`src/rtl/regfile_writeback.sv`:
```
`default_nettype none
// ============================================================================
// Module   : regfile_writeback
// Purpose  : Arbitrates ALU/load results into an in-order FIFO and issues
//            one-cycle register-file writes plus a per-register pending map.
// Revision : 1.0
// ============================================================================
module regfile_writeback #(
    parameter int DATA_WIDTH = 16,
    parameter int ADDR_WIDTH = 5,
    parameter int REG_DEPTH  = 1 << ADDR_WIDTH,
    parameter int FIFO_DEPTH = 4
) (
    input  logic                          clk,
    input  logic                          rst_n,
    input  logic                          alu_valid_i,
    output logic                          alu_ready_o,
    input  logic [ADDR_WIDTH-1:0]         alu_addr_i,
    input  logic [DATA_WIDTH-1:0]         alu_data_i,
    input  logic                          mem_valid_i,
    output logic                          mem_ready_o,
    input  logic [ADDR_WIDTH-1:0]         mem_addr_i,
    input  logic [DATA_WIDTH-1:0]         mem_data_i,
    input  logic                          wb_stall_i,
    output logic                          write_en_o,
    output logic [ADDR_WIDTH-1:0]         write_addr_o,
    output logic [DATA_WIDTH-1:0]         write_data_o,
    output logic [REG_DEPTH-1:0]          pending_o,
    output logic [$clog2(FIFO_DEPTH):0]   fifo_count_o
);

    localparam int PTR_W = $clog2(FIFO_DEPTH);
    localparam int CNT_W = PTR_W + 1;
    localparam logic [CNT_W-1:0] FULL_CNT = CNT_W'(FIFO_DEPTH);

    logic [PTR_W-1:0]      wr_ptr_q, wr_ptr_d;
    logic [PTR_W-1:0]      rd_ptr_q, rd_ptr_d;
    logic [CNT_W-1:0]      count_q, count_d;
    logic [FIFO_DEPTH-1:0] valid_q, valid_d;

    logic [ADDR_WIDTH-1:0] addr_mem [FIFO_DEPTH];
    logic [DATA_WIDTH-1:0] data_mem [FIFO_DEPTH];

    logic                  write_en_q;
    logic [ADDR_WIDTH-1:0] write_addr_q;
    logic [DATA_WIDTH-1:0] write_data_q;

    logic                  not_full;
    logic                  push_mem;
    logic                  push_alu;
    logic                  push;
    logic                  pop;
    logic [ADDR_WIDTH-1:0] push_addr;
    logic [DATA_WIDTH-1:0] push_data;

    // Readiness is occupancy-only; mem wins any contention for the single push slot.
    assign not_full    = (count_q != FULL_CNT);
    assign mem_ready_o = not_full;
    assign alu_ready_o = not_full & ~mem_valid_i;

    assign push_mem  = mem_valid_i & not_full;
    assign push_alu  = alu_valid_i & alu_ready_o;
    assign push      = push_mem | push_alu;
    assign push_addr = push_mem ? mem_addr_i : alu_addr_i;
    assign push_data = push_mem ? mem_data_i : alu_data_i;
    assign pop       = (count_q != '0) & ~wb_stall_i;

    always_comb begin
        wr_ptr_d = wr_ptr_q;
        rd_ptr_d = rd_ptr_q;
        count_d  = count_q;
        valid_d  = valid_q;
        if (pop) begin
            rd_ptr_d          = rd_ptr_q + PTR_W'(1);
            valid_d[rd_ptr_q] = 1'b0;
        end
        if (push) begin
            wr_ptr_d          = wr_ptr_q + PTR_W'(1);
            valid_d[wr_ptr_q] = 1'b1;
        end
        case ({push, pop})
            2'b10:   count_d = count_q + CNT_W'(1);
            2'b01:   count_d = count_q - CNT_W'(1);
            default: count_d = count_q;
        endcase
    end

    always_ff @(posedge clk or negedge rst_n) begin
        if (!rst_n) begin
            wr_ptr_q <= '0;
            rd_ptr_q <= '0;
            count_q  <= '0;
            valid_q  <= '0;
        end else begin
            wr_ptr_q <= wr_ptr_d;
            rd_ptr_q <= rd_ptr_d;
            count_q  <= count_d;
            valid_q  <= valid_d;
        end
    end

    // Payload storage needs no reset: occupancy is tracked by valid_q/count_q.
    always_ff @(posedge clk) begin
        if (push) begin
            addr_mem[wr_ptr_q] <= push_addr;
            data_mem[wr_ptr_q] <= push_data;
        end
    end

    always_ff @(posedge clk or negedge rst_n) begin
        if (!rst_n) begin
            write_en_q   <= 1'b0;
            write_addr_q <= '0;
            write_data_q <= '0;
        end else if (pop) begin
            write_en_q   <= 1'b1;
            write_addr_q <= addr_mem[rd_ptr_q];
            write_data_q <= data_mem[rd_ptr_q];
        end else begin
            write_en_q   <= 1'b0;
        end
    end

    // A register stays pending until its write has left the output stage.
    always_comb begin
        pending_o = '0;
        for (int r = 0; r < REG_DEPTH; r++) begin
            for (int e = 0; e < FIFO_DEPTH; e++) begin
                if (valid_q[e] && (addr_mem[e] == ADDR_WIDTH'(r))) begin
                    pending_o[r] = 1'b1;
                end
            end
            if (write_en_q && (write_addr_q == ADDR_WIDTH'(r))) begin
                pending_o[r] = 1'b1;
            end
        end
    end

    assign write_en_o   = write_en_q;
    assign write_addr_o = write_addr_q;
    assign write_data_o = write_data_q;
    assign fifo_count_o = count_q;

endmodule
`default_nettype wire

```
`config.mk`:
```
export PLATFORM = sky130hd
export DESIGN_NAME = regfile_writeback
export DESIGN_NICKNAME = d
export VERILOG_FILES = /design/src/rtl/regfile_writeback.sv
export SDC_FILE = /design/constraint.sdc
export NUM_CORES = 1
export LEC_CHECK = 0
export CORE_MARGIN = 2
export CORE_UTILIZATION = 33
export DETAILED_ROUTE_END_ITERATION = 10
export GPL_TIMING_DRIVEN = 0
export SYNTH_ARGS = -nofsm -noshare
export SYNTH_HDL_FRONTEND = slang
export SYNTH_SLANG_ARGS = --single-unit
```
`constraint.sdc`:
```
create_clock -name clk -period 3.5 [get_ports clk]
set_clock_uncertainty 0.05 [all_clocks]
set_input_delay 0.525 -clock clk [delete_from_list [all_inputs] [get_ports clk]]
set_output_delay 0.525 -clock clk [all_outputs]
set_load 0.03 [all_outputs]
```
==> results of run 1 <==
==> sequential cells by signal, summed over array words and instances, names as in the netlist <==
| register | flops |
|---|---|
| fifo_count_o | 3 |
| rd_ptr_q | 2 |
| write_addr_o | 5 |
| wr_ptr_q | 2 |
| write_en_o | 1 |
| valid_q | 4 |
| data_mem | 64 |
| addr_mem | 20 |
| write_data_o | 16 |
==> critical path, cell delays in order, from the launching register on <==
cell and delay [ps]:
dfrtp_1 310, clkbuf_1 400, nor4bb_2 620, a22oi_1 170, nand4_1 150, clkdlybuf4s50_1 730
==> what timing repair did <==
| item | in CTS | in global routing |
|---|---|---|
| resized for setup | 9 | 9 |
| hold buffers | 0 | 0 |
| setup endpoints to repair | 13 | 16 |
==> cells in the mapped netlist, types with 3 or more instances <==
master     number
and2_1          6
xnor2_1         3
mux2_2         26
nand4_1         9
o32a_1          5
nor2_1         15
nand2_1        20
a22oi_1        24
ha_1            9
dfrtp_1        33
a22o_1          4
edfxtp_1       84
a2bb2oi_1       6
nand4b_1       15
buf_2           5
o211ai_1        3
o22ai_1        19
o22a_1          3
nor2b_1        17
mux4_2         21
nand3_1        25
clkbuf_1       14
nor4bb_1       15
inv_1           9
mux2_4         17
nand2b_1       15
nor4b_1         5
or3_1          11
==> cell usage in the layout, fill, tap and decap left out, types with 17 or more instances in the layout <==
cell | synthesis | final
clkbuf_16 | 0 | 17
mux2_2 | 26 | 26
nand2_1 | 20 | 20
edfxtp_1 | 84 | 84
dfrtp_1 | 33 | 33
a22oi_1 | 24 | 24
nor2b_1 | 17 | 17
clkdlybuf4s50_1 | 0 | 104
mux4_2 | 21 | 21
o22ai_1 | 19 | 19
mux2_4 | 17 | 17
nand3_1 | 25 | 25
==> metrics by stage <==
step	worst slack (ps)	utilization [%]
after floorplan	859.8	-
after global placement	171.5	40.70
after detailed placement	188.0	40.67
after CTS	5.678	44.03
after global routing	25.17	44.37
final	139.1	44.37
==> routing by layer <==
| layer | part of all wire [%] | GRT usage, % |
|---|---|---|
| met1 | 43 | 24.45 |
| met3 | 5.6 | 3.746 |
| met2 | 49 | 32.37 |
| met4 | 2.0 | 6.737 |
| met5 | 0 | 0 |
==> cells by family (layout without fill, tap and decap cells) <==
family                     after synthesis  in the layout  share of synthesized area [%]
xor gates and xnor gates                 5              5                         0.7044
buffers and inverters                   32            169                          2.676
muxes                                   65             65                          16.58
and+or+nand+nor                        159            159                          15.92
AOI/OAI and AO/OA                       67             67                          8.149
DFF                                    117            117                          53.84
adders and majority gates               10             10                          2.133
==> worst paths after layout <==
kind / endpoint / slack [ps] / cells after the start
max in group asynchronous: write_addr_o[0]$_DFFE_PN0N_ / 2690 / 1
setup reg to reg: data_mem[3][4]$_DFFE_PP_ / 890 / 4
min in group clk: write_data_o[2]$_DFFE_PN0N_ / 470 / 1
setup / recovery: pending_o[10] / 140 / 5
hold / removal: write_data_o[1]$_DFFE_PN0N_ / 180 / 1
hold reg to reg: write_data_o[2]$_DFFE_PN0N_ / 470 / 1
==> power by group through the flow <==
stage / clock network, uW / registers, uW / logic (uW)
floorplan: 0 / 2620 / 1940
global placement: 0 / 2450 / 3360
detailed placement: 0 / 2470 / 3380
CTS: 1660 / 2460 / 3410
global route: 1720 / 2530 / 3620
finish: 1640 / 2480 / 3410
==> area by class of cell <==
type / count / area share, %
buffer: 23 / 1.609
clock buffer: 20 / 5.540
clock inverter: 12 / 1.336
inverter: 9 / 0.4098
multi-input combinational: 306 / 34.25
sequential: 117 / 40.61
tap: 234 / 3.551
timing repair buffer: 105 / 12.69
==> impl_metrics.env, run 1 <==
export IMPL_status="finished clean"
export IMPL_tns_ps=0
export IMPL_finalNonFillerCells=826
export IMPL_yosys_area_top_type_share_pct=40.56
export IMPL_cts_buffers=17
export IMPL_power_share_sequential_pct=32.9
export IMPL_cts_sinks=117
export IMPL_multiInputGateArea_um2=2824
export IMPL_area_growth_pct=32.58
export IMPL_dpl_hpwl_um=14050
export IMPL_drt_iter0_drc=349
export IMPL_root_buffer="clkbuf_16"
export IMPL_cp_startpoint="valid_q[1]$_DFF_PN0_"
export IMPL_synth_area_um2=6218
export IMPL_ys_warn_count=0
export IMPL_drv_slew=0
export IMPL_internal_power_uw=4679
export IMPL_stdcell_area_um2=8244
export IMPL_maxCapViolations=0
export IMPL_fillers=1678
export IMPL_yosys_top_cells_area="edfxtp_1 41%, dfrtp_1 13%, mux4_2 7.6%"
export IMPL_ys_seq_elements=117
export IMPL_globalplace_congestion=0.8568
export IMPL_worstPathRequired_ps=2920
export IMPL_synthArstFlopShare_pct=28.21
export IMPL_drt_total_wl_um=18930
export IMPL_r2r_start="fifo_count_o[2]$_DFFE_PN0P_"
export IMPL_max_clock_freq_ghz=0.2975
export IMPL_core_um2=18580
export IMPL_wl_per_cell_um=22.92
export IMPL_antenna_cells=0
export IMPL_rows=50
export IMPL_num_io_pins=106
export IMPL_power_density_nw_per_um2=912.5
export IMPL_post_dp_cell_area_um2=7557
export IMPL_synth_nets=512
export IMPL_critical_path_endpoint_type="primary output"
export IMPL_register_area_um2=3348
export IMPL_dpl_cell_count=794
export IMPL_synth_largest_area_cell="edfxtp_1"
export IMPL_h_tree_depth=4
export IMPL_drt_pass1_iter_count=8
export IMPL_die_y_um=141.3
export IMPL_nNetsFinal=636
export IMPL_comb_power_share_pct=45.3
export IMPL_grt_pass1_wl_um=28180
export IMPL_num_vias=4594
export IMPL_drive_gt1_share_pct=20.44
export IMPL_ir_drop_mv=0.4896
export IMPL_vias_per_cell=5.562
export IMPL_min_path_type="in -> async"
export IMPL_switching_share_pct=37.80
export IMPL_portBuffers=105
export IMPL_critical_path_class="reg -> out"
export IMPL_dieArea_um2=19960
export IMPL_rsz0062_at_grt="false"
export IMPL_start_util_pct=33.47
export IMPL_cts_clk_slew_worst_paths_ps=50
export IMPL_clockBufferDepth=2
export IMPL_synth_top_flop_cell="edfxtp_1"
export IMPL_drc=0
export IMPL_cp_max_fo=9
export IMPL_finalCritPeriodShare_pct=96.03
export IMPL_ys_seq_area_share_pct=53.84
export IMPL_hold_viol_final=0
export IMPL_post_cts_buffers=0
export IMPL_die_x_um=141.3
export IMPL_grt_max_degree=34
export IMPL_p_leak_uw=0.002935
export IMPL_ys_types=41
export IMPL_antenna_found_initial=0
export IMPL_clkPwrFrac_pct=21.8
export IMPL_worst_pin_slew_ps=1245
export IMPL_arrival_ps=2790
export IMPL_setup_violations_final=0
export IMPL_cts_tree="yes"
export IMPL_grt_overflow=0
export IMPL_min_period_ps=3361
export IMPL_start_kind="flop"
export IMPL_holdWs_ps=177.8
export IMPL_first_global_vias=4595
export IMPL_drtAntennaViolNets=0
export IMPL_synthCells=455
export IMPL_avgSynthCellArea_um2=13.67
export IMPL_power_switching_uw=2844
export IMPL_synth_enable_flop_cells=84
export IMPL_power_total_uw=7523
export IMPL_slew_headroom_pct=16.99
export IMPL_grtUsageTotal_pct=19.08
export IMPL_clock_latency_ps=400
(Power assumes the default switching activity.)
==> inputs of run 2 (changes only) <==
--- a/config.mk
+++ b/config.mk
@@ -9,6 +9,8 @@
 export CORE_UTILIZATION = 33
 export DETAILED_ROUTE_END_ITERATION = 10
 export GPL_TIMING_DRIVEN = 0
+export SKIP_CTS_REPAIR_TIMING = 1
+export SLEW_MARGIN = 10
 export SYNTH_ARGS = -nofsm -noshare
 export SYNTH_HDL_FRONTEND = slang
 export SYNTH_SLANG_ARGS = --single-unit
==> constraint.sdc (replaced) <==
create_clock -name clk -period 3.5 [get_ports clk]
set_clock_uncertainty 0.05 [all_clocks]
set_input_delay 0.525 -clock clk [delete_from_list [all_inputs] [get_ports clk]]
set_output_delay 0.525 -clock clk [all_outputs]
set_load 0.005 [all_outputs]
==> run 2 against run 1 <==
Worst hold slack improved by 270 ps. Global-route usage grew 0.37 points. Via count is 0.72% higher. Sequential share of layout area barely moved. First-iteration DRC count down 16%. Setup slack gained 33 ps. Combinational power decreased by 15%. Register-to-register slack gained 30 ps. Clock power is 7% higher. Flip-flop and latch count unchanged. Critical path type unchanged.
==> impl_metrics.env, run 2 (synthesis gave the netlist of run 1 again) <==
export IMPL_clock_latency_ps=400
export IMPL_r2r_slack_ps=920
export IMPL_wl_per_cell_um=23.02
export IMPL_core_um2=18580
export IMPL_clkPwrFrac_pct=24.7
export IMPL_clockBufferDepth=2
export IMPL_antenna_found_initial=0
export IMPL_dpl_hpwl_um=14080
export IMPL_root_buffer="clkbuf_16"
export IMPL_first_global_vias=4663
export IMPL_grt_use_met1_pct=25.12
export IMPL_rsz0062_at_grt="false"
export IMPL_grtUsageTotal_pct=19.44
export IMPL_num_io_pins=106
export IMPL_fin_util_pct=44.40
export IMPL_slew_headroom_pct=19.79
export IMPL_finalCritPeriodShare_pct=95.09
export IMPL_cp_max_fo=9
export IMPL_cts_tree="yes"
export IMPL_largest_register="data_mem"
export IMPL_maxCapViolations=0
export IMPL_drv_slew=0
export IMPL_area_growth_pct=32.66
export IMPL_start_util_pct=33.47
export IMPL_r2r_end="addr_mem[2][0]$_DFFE_PP_"
export IMPL_largest_reg_flops=64
export IMPL_critical_path_endpoint_type="primary output"
export IMPL_cts_clk_slew_worst_paths_ps=50
export IMPL_rows=50
export IMPL_cts_sinks=117
export IMPL_h_tree_depth=4
export IMPL_portBuffers=105
export IMPL_grt_use_met3_pct=4.489
export IMPL_num_vias=4627
export IMPL_power_share_sequential_pct=34.6
export IMPL_status="finished clean"
export IMPL_drtAntennaViolNets=0
export IMPL_drt_pass1_iter_count=5
export IMPL_internal_power_uw=4768
export IMPL_globalplace_congestion=0.8568
export IMPL_ir_drop_mv=0.4304
export IMPL_power_density_nw_per_um2=859.4
export IMPL_p_leak_uw=0.002932
export IMPL_cp_startpoint="valid_q[2]$_DFF_PN0_"
export IMPL_grt_max_degree=29
export IMPL_met2_usage_pct=31.71
export IMPL_drt_iter0_drc=294
export IMPL_hold_viol_final=0
export IMPL_holdWs_ps=451.8
export IMPL_die_x_um=141.3
export IMPL_timing_critical_path_to="pending_o[11]"
export IMPL_power_switching_uw=2322
export IMPL_vias_per_cell=5.581
export IMPL_cts_buffers=17
export IMPL_drc=0
export IMPL_arrival_ps=2750
export IMPL_worst_pin_slew_ps=1203
export IMPL_grt_busiest_layer="met2"
export IMPL_grt_overflow=0
export IMPL_dieArea_um2=19960
export IMPL_antenna_cells=0
export IMPL_worstPathRequired_ps=2920
export IMPL_min_path_type="in -> async"
export IMPL_setup_violations_final=0
export IMPL_start_kind="flop"
export IMPL_critical_path_class="reg -> out"
export IMPL_r2r_start="fifo_count_o[2]$_DFFE_PN0P_"
export IMPL_layout_commonest_cell="clkdlybuf4s50_1"
export IMPL_drive_gt1_share_pct=18.99
export IMPL_switching_share_pct=32.75
export IMPL_drt_total_wl_um=19090
export IMPL_reg2reg_depth=4
export IMPL_min_period_ps=3328
export IMPL_comb_power_share_pct=40.7
export IMPL_final_cell_mix="104 x clkdlybuf4s50_1, 84 x edfxtp_1, 33 x dfrtp_1"
export IMPL_max_clock_freq_ghz=0.3005
export IMPL_die_y_um=141.3
export IMPL_nNetsFinal=639
export IMPL_grt_pass1_wl_um=28370
## run 2: cell types whose count changed in the layout (fill, tap and decap cells not counted), sizes merged
| cell | before | now |
|---|---|---|
| buf | 10 | 12 |
| bufinv | 2 | 4 |
| clkinv | 9 | 8 |
| dlygate4sd3 | 0 | 1 |
| clkinvlp | 1 | 0 |
## run 2: metal layers
metal	vias to the layer above	wire (um)
li1	2075	-
met4	0	585
met2	196	9156
met1	2312	8237
met3	44	1106
met5	-	0
## run 2: layout make-up
| class | count | area (um^2) |
|---|---|---|
| Fill cell | 1675 | 10330 |
| Sequential cell | 117 | 3348 |
| Multi-Input combinational cell | 306 | 2754 |
| Timing Repair Buffer | 108 | 1091 |
| Clock buffer | 20 | 436.7 |
| Tap cell | 234 | 292.8 |
| Clock inverter | 12 | 160.2 |
| Buffer | 23 | 132.6 |
| Inverter | 9 | 33.78 |
## run 2: critical path, stage by stage (launching register included)
cell             delay [ps]
dfrtp_1                 320
clkbuf_1                290
nor4bb_1                780
a2bb2oi_1               230
o211ai_1                180
clkdlybuf4s50_1         550
## run 2: per-stage QoR
| stage | power [uW] | instances | worst slack, ps | area [um^2] | TNS [ps] |
|---|---|---|---|---|---|
| final | 7090 | 829 | 172.0 | 8249 | 0 |
| after global routing | 7463 | 829 | 16.86 | 8249 | 0 |
| after CTS | 7107 | 827 | -107.1 | 8174 | -230.8 |
| after detailed placement | 5338 | 795 | 332.2 | 7577 | 0 |
| after global placement | 5291 | 794 | 339.2 | 7562 | 0 |
| after floorplan | 4050 | 455 | 1124 | 6218 | 0 |
## run 2: power by group through the flow
stage / sequential (uW) / clock [uW] / combinational (uW)
3_3_place_gp: 2450 / 0 / 2840
4_1_cts: 2450 / 1770 / 2890
5_1_grt: 2510 / 1840 / 3110
2_1_floorplan: 2340 / 0 / 1710
3_5_place_dp: 2470 / 0 / 2870
6_report: 2450 / 1750 / 2890
## run 2: how the worst min path moves through the flow
stage	start	to	slack [ps]	depth (start not counted)
after global placement	write_data_o[0]$_DFFE_PN0N_	write_data_o[0]$_DFFE_PN0N_	440	1
after floorplan	rst_n	fifo_count_o[0]$_DFFE_PN0P_	180	0
final	rst_n	write_data_o[1]$_DFFE_PN0N_	450	2
after detailed placement	rst_n	write_data_o[5]$_DFFE_PN0N_	330	1
after global routing	rst_n	write_data_o[1]$_DFFE_PN0N_	470	2
after CTS	rst_n	write_data_o[1]$_DFFE_PN0N_	-90	1
==> inputs of run 3 (changes only) <==
--- a/config.mk
+++ b/config.mk
@@ -5,10 +5,11 @@
 export SDC_FILE = /design/constraint.sdc
 export NUM_CORES = 1
 export LEC_CHECK = 0
-export CORE_MARGIN = 2
-export CORE_UTILIZATION = 33
+export CAP_MARGIN = 20
+export CORE_UTILIZATION = 46
 export DETAILED_ROUTE_END_ITERATION = 10
 export GPL_TIMING_DRIVEN = 0
+export PLACE_DENSITY = 0.71
 export SKIP_CTS_REPAIR_TIMING = 1
 export SLEW_MARGIN = 10
 export SYNTH_ARGS = -nofsm -noshare
==> run 3 against run 2 <==
Non-clock buffer count up 1. Register-to-register slack lost 20 ps. Largest power group unchanged. Maximum frequency fell by 2.8%. Routed wire length is 3.5% lower.
==> impl_metrics.env, run 3 (synthesis gave the netlist of run 1 again) <==
export IMPL_globalplace_congestion=0.9188
export IMPL_num_io_pins=106
export IMPL_drtAntennaViolNets=0
export IMPL_grt_overflow=0
export IMPL_final_cell_mix="104 x clkdlybuf4s50_1, 84 x edfxtp_1, 33 x dfrtp_1"
export IMPL_layout_commonest_cell="clkdlybuf4s50_1"
export IMPL_grt_max_degree=34
export IMPL_critical_path_class="reg -> out"
export IMPL_cts_buffers=17
export IMPL_max_clock_freq_ghz=0.2921
export IMPL_die_x_um=118.3
export IMPL_drv_slew=0
export IMPL_largest_register="data_mem"
export IMPL_die_y_um=118.3
export IMPL_first_global_vias=4816
export IMPL_clock_latency_ps=410
export IMPL_power_density_nw_per_um2=863.5
export IMPL_critical_path_endpoint_type="primary output"
export IMPL_clockBufferDepth=2
export IMPL_slowest_delay_ps=920
export IMPL_vias_per_cell=5.978
export IMPL_cp_max_fo=9
export IMPL_crit_chain="clkbuf_1, nor4bb_1, a22oi_1, nand3_1, clkdlybuf4s50_1"
export IMPL_start_kind="flop"
export IMPL_dpl_hpwl_um=13510
export IMPL_cts_clk_slew_worst_paths_ps=60
export IMPL_nNetsFinal=640
export IMPL_status="finished clean"
export IMPL_drt_pass1_iter_count=5
export IMPL_hold_viol_final=0
export IMPL_stdcell_area_um2=8175
export IMPL_worstPathRequired_ps=2920
export IMPL_num_vias=4615
export IMPL_maxCapViolations=0
export IMPL_setup_violations_final=0
export IMPL_drt_total_wl_um=18410
export IMPL_drt_iter0_drc=307
export IMPL_post_dp_cell_area_um2=7545
export IMPL_drc=0
export IMPL_antenna_found_initial=0
export IMPL_wl_per_cell_um=23.85
export IMPL_finalCritPeriodShare_pct=97.82
export IMPL_largest_reg_flops=64
export IMPL_holdWs_ps=161.5
export IMPL_arrival_ps=2850
export IMPL_rows=42
export IMPL_antenna_cells=0
export IMPL_start_util_pct=47.14
export IMPL_min_period_ps=3424
export IMPL_pre_cts_ws_ps=336.5
export IMPL_grtUsageTotal_pct=27.57
export IMPL_grt_pass1_wl_um=28180
export IMPL_h_tree_depth=4
export IMPL_dieArea_um2=13990
export IMPL_cts_tree="yes"
export IMPL_critPathBufInv=2
export IMPL_core_um2=13190
export IMPL_post_route_worst_setup_slack_ps=76.35
export IMPL_root_buffer="clkbuf_16"
export IMPL_crit_slowest_cell="nor4bb_1"
export IMPL_crit_family="simple AND/OR/NAND/NOR gates"
export IMPL_cts_sinks=117
export IMPL_area_growth_pct=31.47
export IMPL_slew_headroom_pct=30.92
export IMPL_p_leak_uw=0.002919
export IMPL_min_path_type="in -> async"
export IMPL_drive_gt1_share_pct=19.97
export IMPL_portBuffers=105
export IMPL_ir_drop_mv=0.5181
export IMPL_worst_pin_slew_ps=1022
run 3: changes by cell type in the layout (fill, tap and decap cells not counted), sizes merged:
cell         delta
clkbuf          -3
clkinvlp        +4
buf             +2
inv             +4
dlygate4sd3     -1
clkinv          -3
bufinv          -2
run 3: cell type report:
type	instances	area [um^2]
repair buffers	109	1106
multi-input cells	306	2754
fillers	1040	5015
flip-flops and latches	117	3348
clock buffers	17	425.4
clock inverters	15	155.1
well taps	176	220.2
plain buffers	23	132.6
inverters	9	33.78
run 3: per-layer routing:
| layer | wire (um) | vias up | GRT usage (%) |
|---|---|---|---|
| li1 | - | 2080 | - |
| met1 | 7211 | 2289 | 32.79 |
| met2 | 9613 | 213 | 48.31 |
| met3 | 1005 | 33 | 5.454 |
| met4 | 584 | 0 | 12.18 |
| met5 | 0 | - | 0 |
run 3: through the flow:
| step | TNS, ps | cells | power, uW | utilization (%) |
|---|---|---|---|---|
| 6_report | 0 | 772 | 7060 | 61.98 |
| 5_1_grt | -11.01 | 772 | 7399 | 61.98 |
| 4_1_cts | -280.6 | 772 | 7066 | 61.60 |
| 3_5_place_dp | 0 | 740 | 5331 | 57.20 |
| 3_3_place_gp | 0 | 736 | 5215 | 56.78 |
| 2_1_floorplan | 0 | 455 | 4050 | - |
run 3: worst register-to-register path: cells and delay by family (launching register included):
family / cells / cell delay, ps
flops: 1 / 410
buf+inv: 3 / 370
fa+ha+maj: 2 / 560
simple gates: 2 / 650
xor+xnor: 2 / 330
compound gates: 1 / 150
run 3: worst paths after layout:
| path | slack, ps | endpoint | startpoint | depth (start not counted) |
|---|---|---|---|---|
| worst min register to register | 460 | write_data_o[3]$_DFFE_PN0N_ | write_data_o[3]$_DFFE_PN0N_ | 1 |
| worst min-delay path | 160 | write_data_o[14]$_DFFE_PN0N_ | rst_n | 1 |
| worst max-delay path | 80 | pending_o[1] | valid_q[3]$_DFF_PN0_ | 5 |
| worst max register to register | 900 | fifo_count_o[2]$_DFFE_PN0P_ | fifo_count_o[1]$_DFFE_PN0P_ | 10 |
| min in group clk | 460 | write_data_o[3]$_DFFE_PN0N_ | write_data_o[3]$_DFFE_PN0N_ | 1 |
| max in group asynchronous | 2720 | write_data_o[15]$_DFFE_PN0N_ | rst_n | 1 |
run 3: power breakdown:
part / total [uW] / internal [uW] / leakage (uW) / switching (uW)
Combinational: 2920 / 1540 / 0.00149 / 1380
Clock: 1680 / 1050 / 0.000272 / 634
Sequential: 2460 / 2080 / 0.00116 / 381
Total: 7060 / 4670 / 0.00292 / 2390
